$ cat src/rtl/codeconv_pkg.sv
// -----------------------------------------------------------------------------
// codeconv_pkg
// Shared definitions for the code-converter arbiter slice: FSM state names,
// converter mode encodings and the default data width.
// No ports (package).
// -----------------------------------------------------------------------------
package codeconv_pkg;

   // Arbiter FSM states; the arbiter keeps its state in a plain logic register
   // and uses localparam aliases of these values.
   typedef enum logic [2:0] {
      IDLE   = 3'd0,
      ISSUE  = 3'd1,
      WAIT   = 3'd2,
      SETTLE = 3'd3,
      RESP   = 3'd4
   } state_e;

   // Converter mode select values (conv_mode / req_mode bits)
   localparam logic MODE_B2G = 1'b0;
   localparam logic MODE_G2B = 1'b1;

   // Default data word width
   localparam int CODECONV_WIDTH = 8;

endpackage

$ cat src/rtl/codeconv_arbiter_if.sv
// -----------------------------------------------------------------------------
// codeconv_arbiter_if
// Bundles the requester-side and converter-side signals of the arbiter.
//   master : the arbiter (drives gnt/rsp_*/busy/conv_start/conv_mode/conv_data)
//   slave  : the environment (requesters + converter core)
// Parameters: NREQ requesters, WIDTH-bit data words.
// -----------------------------------------------------------------------------
interface codeconv_arbiter_if #(
   parameter int NREQ  = 4,
   parameter int WIDTH = 8
);
   logic [NREQ-1:0]       req;
   logic [NREQ-1:0]       req_mode;
   logic [NREQ*WIDTH-1:0] req_data;
   logic [NREQ-1:0]       gnt;
   logic [NREQ-1:0]       rsp_valid;
   logic [WIDTH-1:0]      rsp_data;
   logic                  rsp_err;
   logic                  busy;
   logic                  conv_start;
   logic                  conv_mode;
   logic [WIDTH-1:0]      conv_data;
   logic [WIDTH-1:0]      conv_result;
   logic                  conv_done;

   modport master (
      input  req, req_mode, req_data, conv_result, conv_done,
      output gnt, rsp_valid, rsp_data, rsp_err, busy,
             conv_start, conv_mode, conv_data
   );

   modport slave (
      output req, req_mode, req_data, conv_result, conv_done,
      input  gnt, rsp_valid, rsp_data, rsp_err, busy,
             conv_start, conv_mode, conv_data
   );
endinterface

$ cat src/rtl/codeconv_rr_pick.sv
// -----------------------------------------------------------------------------
// codeconv_rr_pick
// Combinational round-robin picker: the winner is the first set request bit
// at or after ptr, searching cyclically upward.
// Ports:
//   req        in  NREQ  request vector
//   ptr        in  IDXW  search start position
//   win_onehot out NREQ  one-hot winner (zero when no request)
//   win_idx    out IDXW  winner index (zero when no request)
//   any        out 1     at least one request present
// -----------------------------------------------------------------------------
module codeconv_rr_pick #(
   parameter int NREQ = 4,
   parameter int IDXW = $clog2(NREQ)
) (
   input  logic [NREQ-1:0] req,
   input  logic [IDXW-1:0] ptr,
   output logic [NREQ-1:0] win_onehot,
   output logic [IDXW-1:0] win_idx,
   output logic            any
);

   // Cyclic priority scan starting at ptr; first hit wins
   always_comb begin
      logic            found_s;
      logic [IDXW-1:0] idx_s;
      win_onehot = '0;
      win_idx    = '0;
      found_s    = 1'b0;
      idx_s      = '0;
      for (int k = 0; k < NREQ; k++) begin
         idx_s = IDXW'((int'(ptr) + k) % NREQ);
         if (!found_s && req[idx_s]) begin
            win_onehot[idx_s] = 1'b1;
            win_idx           = idx_s;
            found_s           = 1'b1;
         end else begin
            found_s = found_s;
         end
      end
      any = found_s;
   end

endmodule

$ cat src/rtl/codeconv_arbiter.sv
// -----------------------------------------------------------------------------
// codeconv_arbiter
// Round-robin arbiter/sequencer sharing one binary<->Gray converter core among
// NREQ requesters. One transaction in flight at a time:
//   IDLE -> ISSUE (gnt + conv_start) -> WAIT (for conv_done) -> SETTLE
//   (capture conv_result) -> RESP (rsp_valid pulse) -> IDLE
// Ports:
//   clk      in  clock, rising edge
//   reset_n  in  asynchronous active-low reset
//   bus      codeconv_arbiter_if.master (req/req_mode/req_data, gnt,
//            rsp_valid/rsp_data/rsp_err, busy, conv_start/conv_mode/conv_data,
//            conv_result/conv_done)
// Optional feature macro: CODECONV_ARB_TIMEOUT_EN
//   defined   : WAIT gives up after TIMEOUT cycles, responding with rsp_err=1
//               and rsp_data=0
//   undefined : WAIT holds indefinitely, rsp_err stays 0
// -----------------------------------------------------------------------------
module codeconv_arbiter
   import codeconv_pkg::*;
#(
   parameter int NREQ    = 4,
   parameter int WIDTH   = CODECONV_WIDTH,
   parameter int TIMEOUT = 64
) (
   input logic                clk,
   input logic                reset_n,
   codeconv_arbiter_if.master bus
);

   localparam int IDXW = $clog2(NREQ);

   localparam logic [2:0] ST_IDLE   = IDLE;
   localparam logic [2:0] ST_ISSUE  = ISSUE;
   localparam logic [2:0] ST_WAIT   = WAIT;
   localparam logic [2:0] ST_SETTLE = SETTLE;
   localparam logic [2:0] ST_RESP   = RESP;

   logic [2:0]       state_r;
   logic [2:0]       state_nxt_s;
   logic [IDXW-1:0]  ptr_r;
   logic [NREQ-1:0]  win_onehot_r;
   logic [NREQ-1:0]  gnt_r;
   logic [NREQ-1:0]  rsp_valid_r;
   logic [WIDTH-1:0] rsp_data_r;
   logic             rsp_err_r;
   logic             busy_r;
   logic             conv_start_r;
   logic             conv_mode_r;
   logic [WIDTH-1:0] conv_data_r;

   logic [NREQ-1:0]  pick_onehot_s;
   logic [IDXW-1:0]  pick_idx_s;
   logic             pick_any_s;
   logic             timeout_s;

   codeconv_rr_pick #(.NREQ(NREQ), .IDXW(IDXW)) u_pick (
      .req        (bus.req),
      .ptr        (ptr_r),
      .win_onehot (pick_onehot_s),
      .win_idx    (pick_idx_s),
      .any        (pick_any_s)
   );

`ifdef CODECONV_ARB_TIMEOUT_EN
   localparam int CNTW = $clog2(TIMEOUT) + 1;
   logic [CNTW-1:0] wait_cnt_r;

   // WAIT-cycle counter: cleared while entering WAIT, counts each WAIT cycle
   always_ff @(posedge clk or negedge reset_n) begin
      if (!reset_n) begin
         wait_cnt_r <= '0;
      end else if (state_r == ST_ISSUE) begin
         wait_cnt_r <= '0;
      end else if (state_r == ST_WAIT) begin
         wait_cnt_r <= wait_cnt_r + CNTW'(1);
      end
   end

   assign timeout_s = (wait_cnt_r == CNTW'(TIMEOUT - 1));
`else
   assign timeout_s = 1'b0;
`endif

   // Next-state logic; a stale-high conv_done blocks new grants in IDLE
   always_comb begin
      state_nxt_s = state_r;
      case (state_r)
         ST_IDLE: begin
            if (pick_any_s && !bus.conv_done) state_nxt_s = ST_ISSUE;
            else                              state_nxt_s = ST_IDLE;
         end
         ST_ISSUE:  state_nxt_s = ST_WAIT;
         ST_WAIT: begin
            if (bus.conv_done)  state_nxt_s = ST_SETTLE;
            else if (timeout_s) state_nxt_s = ST_RESP;
            else                state_nxt_s = ST_WAIT;
         end
         ST_SETTLE: state_nxt_s = ST_RESP;
         ST_RESP:   state_nxt_s = ST_IDLE;
         default:   state_nxt_s = ST_IDLE;
      endcase
   end

   // State register
   always_ff @(posedge clk or negedge reset_n) begin
      if (!reset_n) state_r <= ST_IDLE;
      else          state_r <= state_nxt_s;
   end

   // Pointer, operand latches and registered outputs; pulses default low
   always_ff @(posedge clk or negedge reset_n) begin
      if (!reset_n) begin
         ptr_r        <= '0;
         win_onehot_r <= '0;
         gnt_r        <= '0;
         rsp_valid_r  <= '0;
         rsp_data_r   <= '0;
         rsp_err_r    <= 1'b0;
         busy_r       <= 1'b0;
         conv_start_r <= 1'b0;
         conv_mode_r  <= 1'b0;
         conv_data_r  <= '0;
      end else begin
         gnt_r        <= '0;
         conv_start_r <= 1'b0;
         rsp_valid_r  <= '0;
         busy_r       <= (state_nxt_s != ST_IDLE);
         case (state_r)
            ST_IDLE: begin
               if (state_nxt_s == ST_ISSUE) begin
                  gnt_r        <= pick_onehot_s;
                  conv_start_r <= 1'b1;
                  win_onehot_r <= pick_onehot_s;
                  conv_mode_r  <= bus.req_mode[pick_idx_s];
                  conv_data_r  <= bus.req_data[int'(pick_idx_s)*WIDTH +: WIDTH];
                  ptr_r        <= (pick_idx_s == IDXW'(NREQ - 1)) ?
                                  '0 : pick_idx_s + IDXW'(1);
               end
            end
            ST_WAIT: begin
               // Timeout skips SETTLE and answers with an error response
               if (state_nxt_s == ST_RESP) begin
                  rsp_valid_r <= win_onehot_r;
                  rsp_data_r  <= '0;
                  rsp_err_r   <= 1'b1;
               end
            end
            ST_SETTLE: begin
               rsp_valid_r <= win_onehot_r;
               rsp_data_r  <= bus.conv_result;
               rsp_err_r   <= 1'b0;
            end
            default: begin
            end
         endcase
      end
   end

   assign bus.gnt        = gnt_r;
   assign bus.rsp_valid  = rsp_valid_r;
   assign bus.rsp_data   = rsp_data_r;
   assign bus.rsp_err    = rsp_err_r;
   assign bus.busy       = busy_r;
   assign bus.conv_start = conv_start_r;
   assign bus.conv_mode  = conv_mode_r;
   assign bus.conv_data  = conv_data_r;

endmodule

$ cat src/flat_wrapper.sv
// flat-port wrapper written by rule: the top's interface ports become plain ports
module codeconv_arbiter_flat import codeconv_pkg::*;
#(
   parameter int NREQ    = 4,
   parameter int WIDTH   = CODECONV_WIDTH,
   parameter int TIMEOUT = 64
)
  (clk, reset_n, bus_req, bus_req_mode, bus_req_data, bus_conv_result, bus_conv_done, bus_gnt, bus_rsp_valid, bus_rsp_data, bus_rsp_err, bus_busy, bus_conv_start, bus_conv_mode, bus_conv_data);
  codeconv_arbiter_if #(.NREQ(NREQ), .WIDTH(WIDTH)) bus_i ();
  input logic clk;
  input logic reset_n;
  input wire logic [$bits(bus_i.req)-1:0] bus_req;
  input wire logic [$bits(bus_i.req_mode)-1:0] bus_req_mode;
  input wire logic [$bits(bus_i.req_data)-1:0] bus_req_data;
  input wire logic [$bits(bus_i.conv_result)-1:0] bus_conv_result;
  input wire logic [$bits(bus_i.conv_done)-1:0] bus_conv_done;
  output wire logic [$bits(bus_i.gnt)-1:0] bus_gnt;
  output wire logic [$bits(bus_i.rsp_valid)-1:0] bus_rsp_valid;
  output wire logic [$bits(bus_i.rsp_data)-1:0] bus_rsp_data;
  output wire logic [$bits(bus_i.rsp_err)-1:0] bus_rsp_err;
  output wire logic [$bits(bus_i.busy)-1:0] bus_busy;
  output wire logic [$bits(bus_i.conv_start)-1:0] bus_conv_start;
  output wire logic [$bits(bus_i.conv_mode)-1:0] bus_conv_mode;
  output wire logic [$bits(bus_i.conv_data)-1:0] bus_conv_data;
  assign bus_i.req = bus_req;
  assign bus_i.req_mode = bus_req_mode;
  assign bus_i.req_data = bus_req_data;
  assign bus_i.conv_result = bus_conv_result;
  assign bus_i.conv_done = bus_conv_done;
  assign bus_gnt = bus_i.gnt;
  assign bus_rsp_valid = bus_i.rsp_valid;
  assign bus_rsp_data = bus_i.rsp_data;
  assign bus_rsp_err = bus_i.rsp_err;
  assign bus_busy = bus_i.busy;
  assign bus_conv_start = bus_i.conv_start;
  assign bus_conv_mode = bus_i.conv_mode;
  assign bus_conv_data = bus_i.conv_data;
  codeconv_arbiter #(.NREQ(NREQ), .WIDTH(WIDTH), .TIMEOUT(TIMEOUT)) u_core (.clk(clk), .reset_n(reset_n), .bus(bus_i));
endmodule
$ cat config.mk
export PLATFORM = sky130hd
export DESIGN_NAME = codeconv_arbiter_flat
export DESIGN_NICKNAME = d
export VERILOG_FILES = /design/src/rtl/codeconv_pkg.sv /design/src/rtl/codeconv_arbiter_if.sv /design/src/rtl/codeconv_rr_pick.sv /design/src/rtl/codeconv_arbiter.sv /design/src/flat_wrapper.sv
export SDC_FILE = /design/constraint.sdc
export NUM_CORES = 1
export LEC_CHECK = 0
export CAP_MARGIN = 20
export CORE_ASPECT_RATIO = 1.4
export CORE_MARGIN = 8
export CORE_UTILIZATION = 45
export CTS_CLUSTER_DIAMETER = 40
export CTS_CLUSTER_SIZE = 14
export DETAILED_ROUTE_END_ITERATION = 12
export PLACE_DENSITY = 0.81
export SYNTH_ARGS = -nofsm -noshare
export SYNTH_HDL_FRONTEND = slang
export SYNTH_SLANG_ARGS = --single-unit
export TNS_END_PERCENT = 1
$ cat constraint.sdc
create_clock -name clk -period 5.8 [get_ports clk]
set_input_delay 1.16 -clock clk [delete_from_list [all_inputs] [get_ports clk]]
set_output_delay 1.16 -clock clk [all_outputs]
set_load 0.1 [all_outputs]
======== After elaboration in Yosys (flattened, before gate mapping) ========
Index checks and enable logic that the tools add are counted.
W data, S select, Z words.
word-level totals
  flip-flop bits (word level) ............. 37
  input bits .............................. 51
  output and inout port bits .............. 28
  logic and storage cells ................. 96
cells by class
  add/sub/neg operators ................... 4
  order comparisons ....................... 9
  eq/ne operators ......................... 7
  shifts and indexed selects .............. 1
  mux-type cells .......................... 44
  bitwise operators ....................... 3
  reduce and logical (&&, ||, !) cells .... 17
operators by type and width
  operator               count
  $shiftx A32 B6 Y8      1
  $mux W4                7
  $mux W1                18
  $pmux W8 S2            1
  $lt A2 B3 Y1 const B   5
  $or A4 B4 Y4           3
  $pmux W3 S4            1
  $bmux W1 S2            5
  $mux W2                5
  $demux W1 S2           4
  $ge A2 B1 Y1 const B   4
  $logic_and A1 B1 Y1    8
  $mux W8                1
  $pmux W4 S2            1
  $eq A3 B1 Y1 const B   2
  $eq A3 B2 Y1 const B   2
  $add A2 B1 Y2 const B  2
  $add A2 B2 Y2 const B  2
  $logic_not A1 Y1       4
  $reduce_and A2 Y1      2
  $eq A3 B3 Y1 const B   1
  $logic_not A3 Y1       1
  $reduce_bool A3 Y1     1
  $eq A2 B2 Y1 const B   1
  other kinds (3)        3

======== Longest topological paths before layout ========
  depth in word-level cells ............... 18
  depth in mapped cells ................... 11
  mapped depth without buffers ............ 8

======== By module ========
A second synthesis with hierarchy kept.
unflattened totals
  cells, all modules ...................... 139
  area, all modules ....................... 1974.4 um^2
modules (own cells, without submodules)
  module            instances  cells each  area an instance (um^2)  sequential area each (um^2)
  codeconv_arbiter  1          94          1555.2                   925.9
  codeconv_rr_pick  1          45          419.2                    0.0

======== Worst setup path before layout ========
Ideal clock, no wire load.
  path type ............................... input port to flip-flop
  from .................................... input bus_req[1]
  to ...................................... register u_core.conv_data_r[0], in the netlist u_core.bus.conv_data[0]
  setup time .............................. 136 ps
  data arrival time ....................... 2906 ps
  data required time ...................... 5664 ps
  slack ................................... 2758 ps
  cell stages on the path ................. 8
  buffers on the path ..................... 2
  path through ............................ mux4_2 -> nor2b_4 -> or3b_1 -> buf_6 -> mux2i_4 -> buf_8 -> mux2i_1 -> o211ai_2
between the ends
  cells in the longest elaborated chain, start to end .. 17
  elaborated cells between the ends (all ways) .. 28
  those cells by class .................... eq/ne: 1; shift: 1; mux: 18; reduce/logical: 8
RTL lines
  item                           line                     source
  start, declared                flat_wrapper.sv:12       input wire logic [$bits(bus_i.req)-1:0] bus_req;
  $bmux W1 S2                    codeconv_rr_pick.sv:33   if (!found_s && req[idx_s]) begin
  $mux W1 (implied by the code)  codeconv_rr_pick.sv:33
  $mux W1                        codeconv_rr_pick.sv:33
  $logic_not A1 Y1               codeconv_rr_pick.sv:33
  $logic_and A1 B1 Y1            codeconv_rr_pick.sv:33
  $mux W1                        codeconv_rr_pick.sv:33
  $logic_not A1 Y1               codeconv_rr_pick.sv:33
  $logic_and A1 B1 Y1            codeconv_rr_pick.sv:33
  $mux W1                        codeconv_rr_pick.sv:33
  $logic_not A1 Y1               codeconv_rr_pick.sv:33
  $logic_and A1 B1 Y1            codeconv_rr_pick.sv:33
  $mux W1                        codeconv_rr_pick.sv:33
  $logic_and A1 B1 Y1            codeconv_arbiter.sv:89   if (pick_any_s && !bus.conv_done) state_nxt_s = ST_ISSUE;
  $mux W1                        codeconv_arbiter.sv:89
  $pmux W3 S4                    codeconv_arbiter.sv:87   case (state_r)
  $eq A3 B1 Y1                   codeconv_arbiter.sv:130  if (state_nxt_s == ST_ISSUE) begin
  $reduce_and A2 Y1 (no line)    -
  end signal, assigned           codeconv_arbiter.sv:135  conv_data_r <= bus.req_data[int'(pick_idx_s)*WIDTH +: WIDTH];
  end, declared                  codeconv_arbiter.sv:49   logic [WIDTH-1:0] conv_data_r;
Several ways; a longest one is shown, not always the timed one. The select of a mux whose other input is x is not followed.
A chain may end at the register's enable or synchronous reset.

======== Final worst setup path ========
  from .................................... input bus_req[2]
  to ...................................... register u_core.conv_data_r[6], in the netlist u_core.bus.conv_data[6]
Same word-level chain as after synthesis.

==> reports/results.txt <==
Most common cell in the netlist -> nand2_1
Slew at the pin with the worst max-slew slack -> 996 ps
Min-Delay Path Class -> reg2reg
Hold slack -> 478 ps
Largest net degree at the start of global routing -> 38
Area delta synth->final -> 42.3%
PD cells -> 648 mW/mm2
Synth Flop Type -> dfrtp_1
CP endpoint kind -> flip-flop
Sequential cell area -> 926 um2
Final worst clock skew -> 4.76 ps
CTS Buffer Depth -> 2
N_diodes -> 0
Vias in the first global route -> 1927
FF-to-FF path depth -> 8
Fmax -> 265 MHz
Initial antenna violation count -> 0
Via Count -> 1807
Synth unique cells -> 39
Post-synth EDFFs -> 0
Syn_nets -> 258
I/O Pins -> 79
Post-route DRC -> 0
FF-to-FF End -> u_core.bus.conv_data[6]
Outcome -> finished, final reports clean
RSZ-0062 raised after global routing -> false
Crit path to -> u_core.bus.conv_data[6]
Dominant cells by area after synthesis -> dfrtp_1 (43%), mux2i_1 (14%), nand2_1 (6.8%)
Detailed placer's ending HPWL -> 4340 um
Worst Path Max Fanout -> 11
Synth Cell Area -> 0.00216 mm2
Commonest cells post-synth -> nand2_1 (39), dfrtp_1 (37), mux2i_1 (31)
Post-Syn Instances -> 203
Layout filler cell count -> 413
Detail Route Antenna Nets -> 0
Clk root buf -> clkbuf_8
Critical path type -> in2reg
VDD IR-drop max -> 416 uV
Initial DRC Count -> 56
Sequential share of the synthesized area -> 0.428
Post-route setup TNS -> 0 ps
H-tree Lvls -> 2
Core footprint -> 0.00473 mm2
# hold bufs at CTS -> 0
First-pass GRT wire length -> 9490 um
Proportion of layout cells with a drive suffix above 1 -> 0.0857
Final setup fails -> 0
CTS clk-pin slew, worst paths -> 70 ps
Worst slew margin -> 0.334
Maxcap violations -> 0
Die X -> 74.6 um
GRT Util Overall -> 0.166
Initial Util -> 0.457
Multi-input logic area -> 0.00116 mm2
TritonCTS buffer count -> 5
Worst-Skew Late Latency -> 290 ps
1st-pass router iterations -> 4
Minimum clock period -> 3770 ps
Die height -> 98.0 um
Leakage power -> 1.44 nW
Cts repair resizes -> 0
Final RePlAce weighted congestion -> 0.771
Worst Setup SP -> bus_req[2]
Port Buffers -> 78
Hold Violations, Final -> 0
Row cnt -> 30
Worst Path Required -> 5960 ps
Fin crit share -> 0.651
Cell taking the most area after synthesis -> dfrtp_1
CTS tree -> built
CP arrival -> 3940 ps
Fraction of synthesized cell area taken by the top area cell type -> 0.428
Reg2reg setup slack -> 2400 ps
Crit start category -> primary input
# clock sinks -> 37
Final wirelength -> 5670 um
Total Nets Final -> 334
Residual overflow from global routing -> 0
Die ar. -> 0.00731 mm2
DR WL/cell -> 16.5 um
Vias/cell -> 5.25
Flops & latches, synth -> 37
Asr flop ratio synth -> 1.00
Postcts setup bufs -> 0
Avg Inst Size Synth -> 10.6 um2
Slew Limit Fails -> 0
Synth warnings -> 0
==> cell type report <==
type                            count  share of cell area
Tap cell                           64              0.0260
Inverter                            4             0.00488
Sequential cell                    37               0.301
Clock buffer                        6              0.0269
Timing Repair Buffer               78               0.252
Clock inverter                      2              0.0122
Multi-Input combinational cell    153               0.377
==> layout by cell type (no fill, tap or decap), types with 6 or more instances in the layout <==
cell / count
clkdlybuf4s50_1: 77
mux2i_1: 31
o211ai_2: 7
nor2_1: 9
clkbuf_8: 6
nand2_1: 39
dfrtp_1: 37
a21oi_1: 9
o22a_1: 8
==> routing by layer <==
layer / up-vias / wire [um] / part of all wire / track usage
met5: - / 0 / 0 / 0
met4: 0 / 170 / 0.030 / 0.0803
met3: 13 / 254 / 0.045 / 0.0400
met2: 52 / 3180 / 0.56 / 0.292
met1: 864 / 2070 / 0.36 / 0.173
li1: 878 / - / - / -
==> cell families after synthesis <==
family          Yosys count  share of synthesized area
compound gates           44                      0.161
fa+ha+maj                 4                     0.0232
mux                      37                      0.196
buf+inv                  13                     0.0353
flops                    37                      0.428
simple gates             66                      0.148
xor+xnor                  2                    0.00811
==> state kept, by name, indices dropped and copies added, names as in the netlist, named ones only <==
| register | flops |
|---|---|
| u_core.bus.busy | 1 |
| u_core.bus.conv_data | 8 |
| u_core.bus.gnt | 4 |
| u_core.bus.rsp_valid | 4 |
| u_core.bus.rsp_data | 8 |
| u_core.win_onehot_r | 4 |
| u_core.state_r | 3 |
| u_core.bus.conv_mode | 1 |
| u_core.bus.rsp_err | 1 |
| u_core.ptr_r | 1 |
| u_core.bus.conv_start | 1 |
==> critical path, stage by stage <==
cell and delay (ps):
clkdlybuf4s50_1 530, mux2_2 350, mux2i_4 290, or3b_1 660
mux2i_4 540, mux2i_1 310, o211ai_2 90
==> metrics by stage <==
| step | total power, mW | util | setup WS (ps) | std cells | area, um2 |
|---|---|---|---|---|---|
| after global placement | 1.75 | 0.625 | 1790 | 336 | 2960 |
| final | 1.99 | 0.650 | 2030 | 344 | 3080 |
| after global routing | 2.10 | 0.650 | 1870 | 344 | 3080 |
| after detailed placement | 1.77 | 0.625 | 1700 | 336 | 2960 |
| after floorplan | 1.51 | - | 2760 | 203 | 2160 |
| after CTS | 2.01 | 0.650 | 2000 | 344 | 3080 |
==> worst min path at each step <==
| stage | startpoint | endpoint | slack [ps] | depth (start not counted) |
|---|---|---|---|---|
| after global placement | u_core.win_onehot_r[1] | u_core.win_onehot_r[1] | 450 | 1 |
| final | u_core.bus.rsp_data[2] | u_core.bus.rsp_data[2] | 480 | 2 |
| after detailed placement | u_core.win_onehot_r[3] | u_core.win_onehot_r[3] | 460 | 1 |
| after CTS | u_core.bus.rsp_data[7] | u_core.bus.rsp_data[7] | 480 | 2 |
| after global routing | u_core.bus.rsp_data[7] | u_core.bus.rsp_data[7] | 500 | 2 |
| after floorplan | u_core.win_onehot_r[0] | u_core.win_onehot_r[0] | 440 | 1 |
==> report_power, final <==
| part | total, mW | leakage [nW] | switching (mW) | internal [mW] |
|---|---|---|---|---|
| registers | 0.423 | 0.475 | 0.0663 | 0.356 |
| clock network | 0.233 | 0.0574 | 0.0933 | 0.140 |
| logic | 1.34 | 0.905 | 0.904 | 0.434 |
Note: power is estimated with default switching activity, not from simulation.
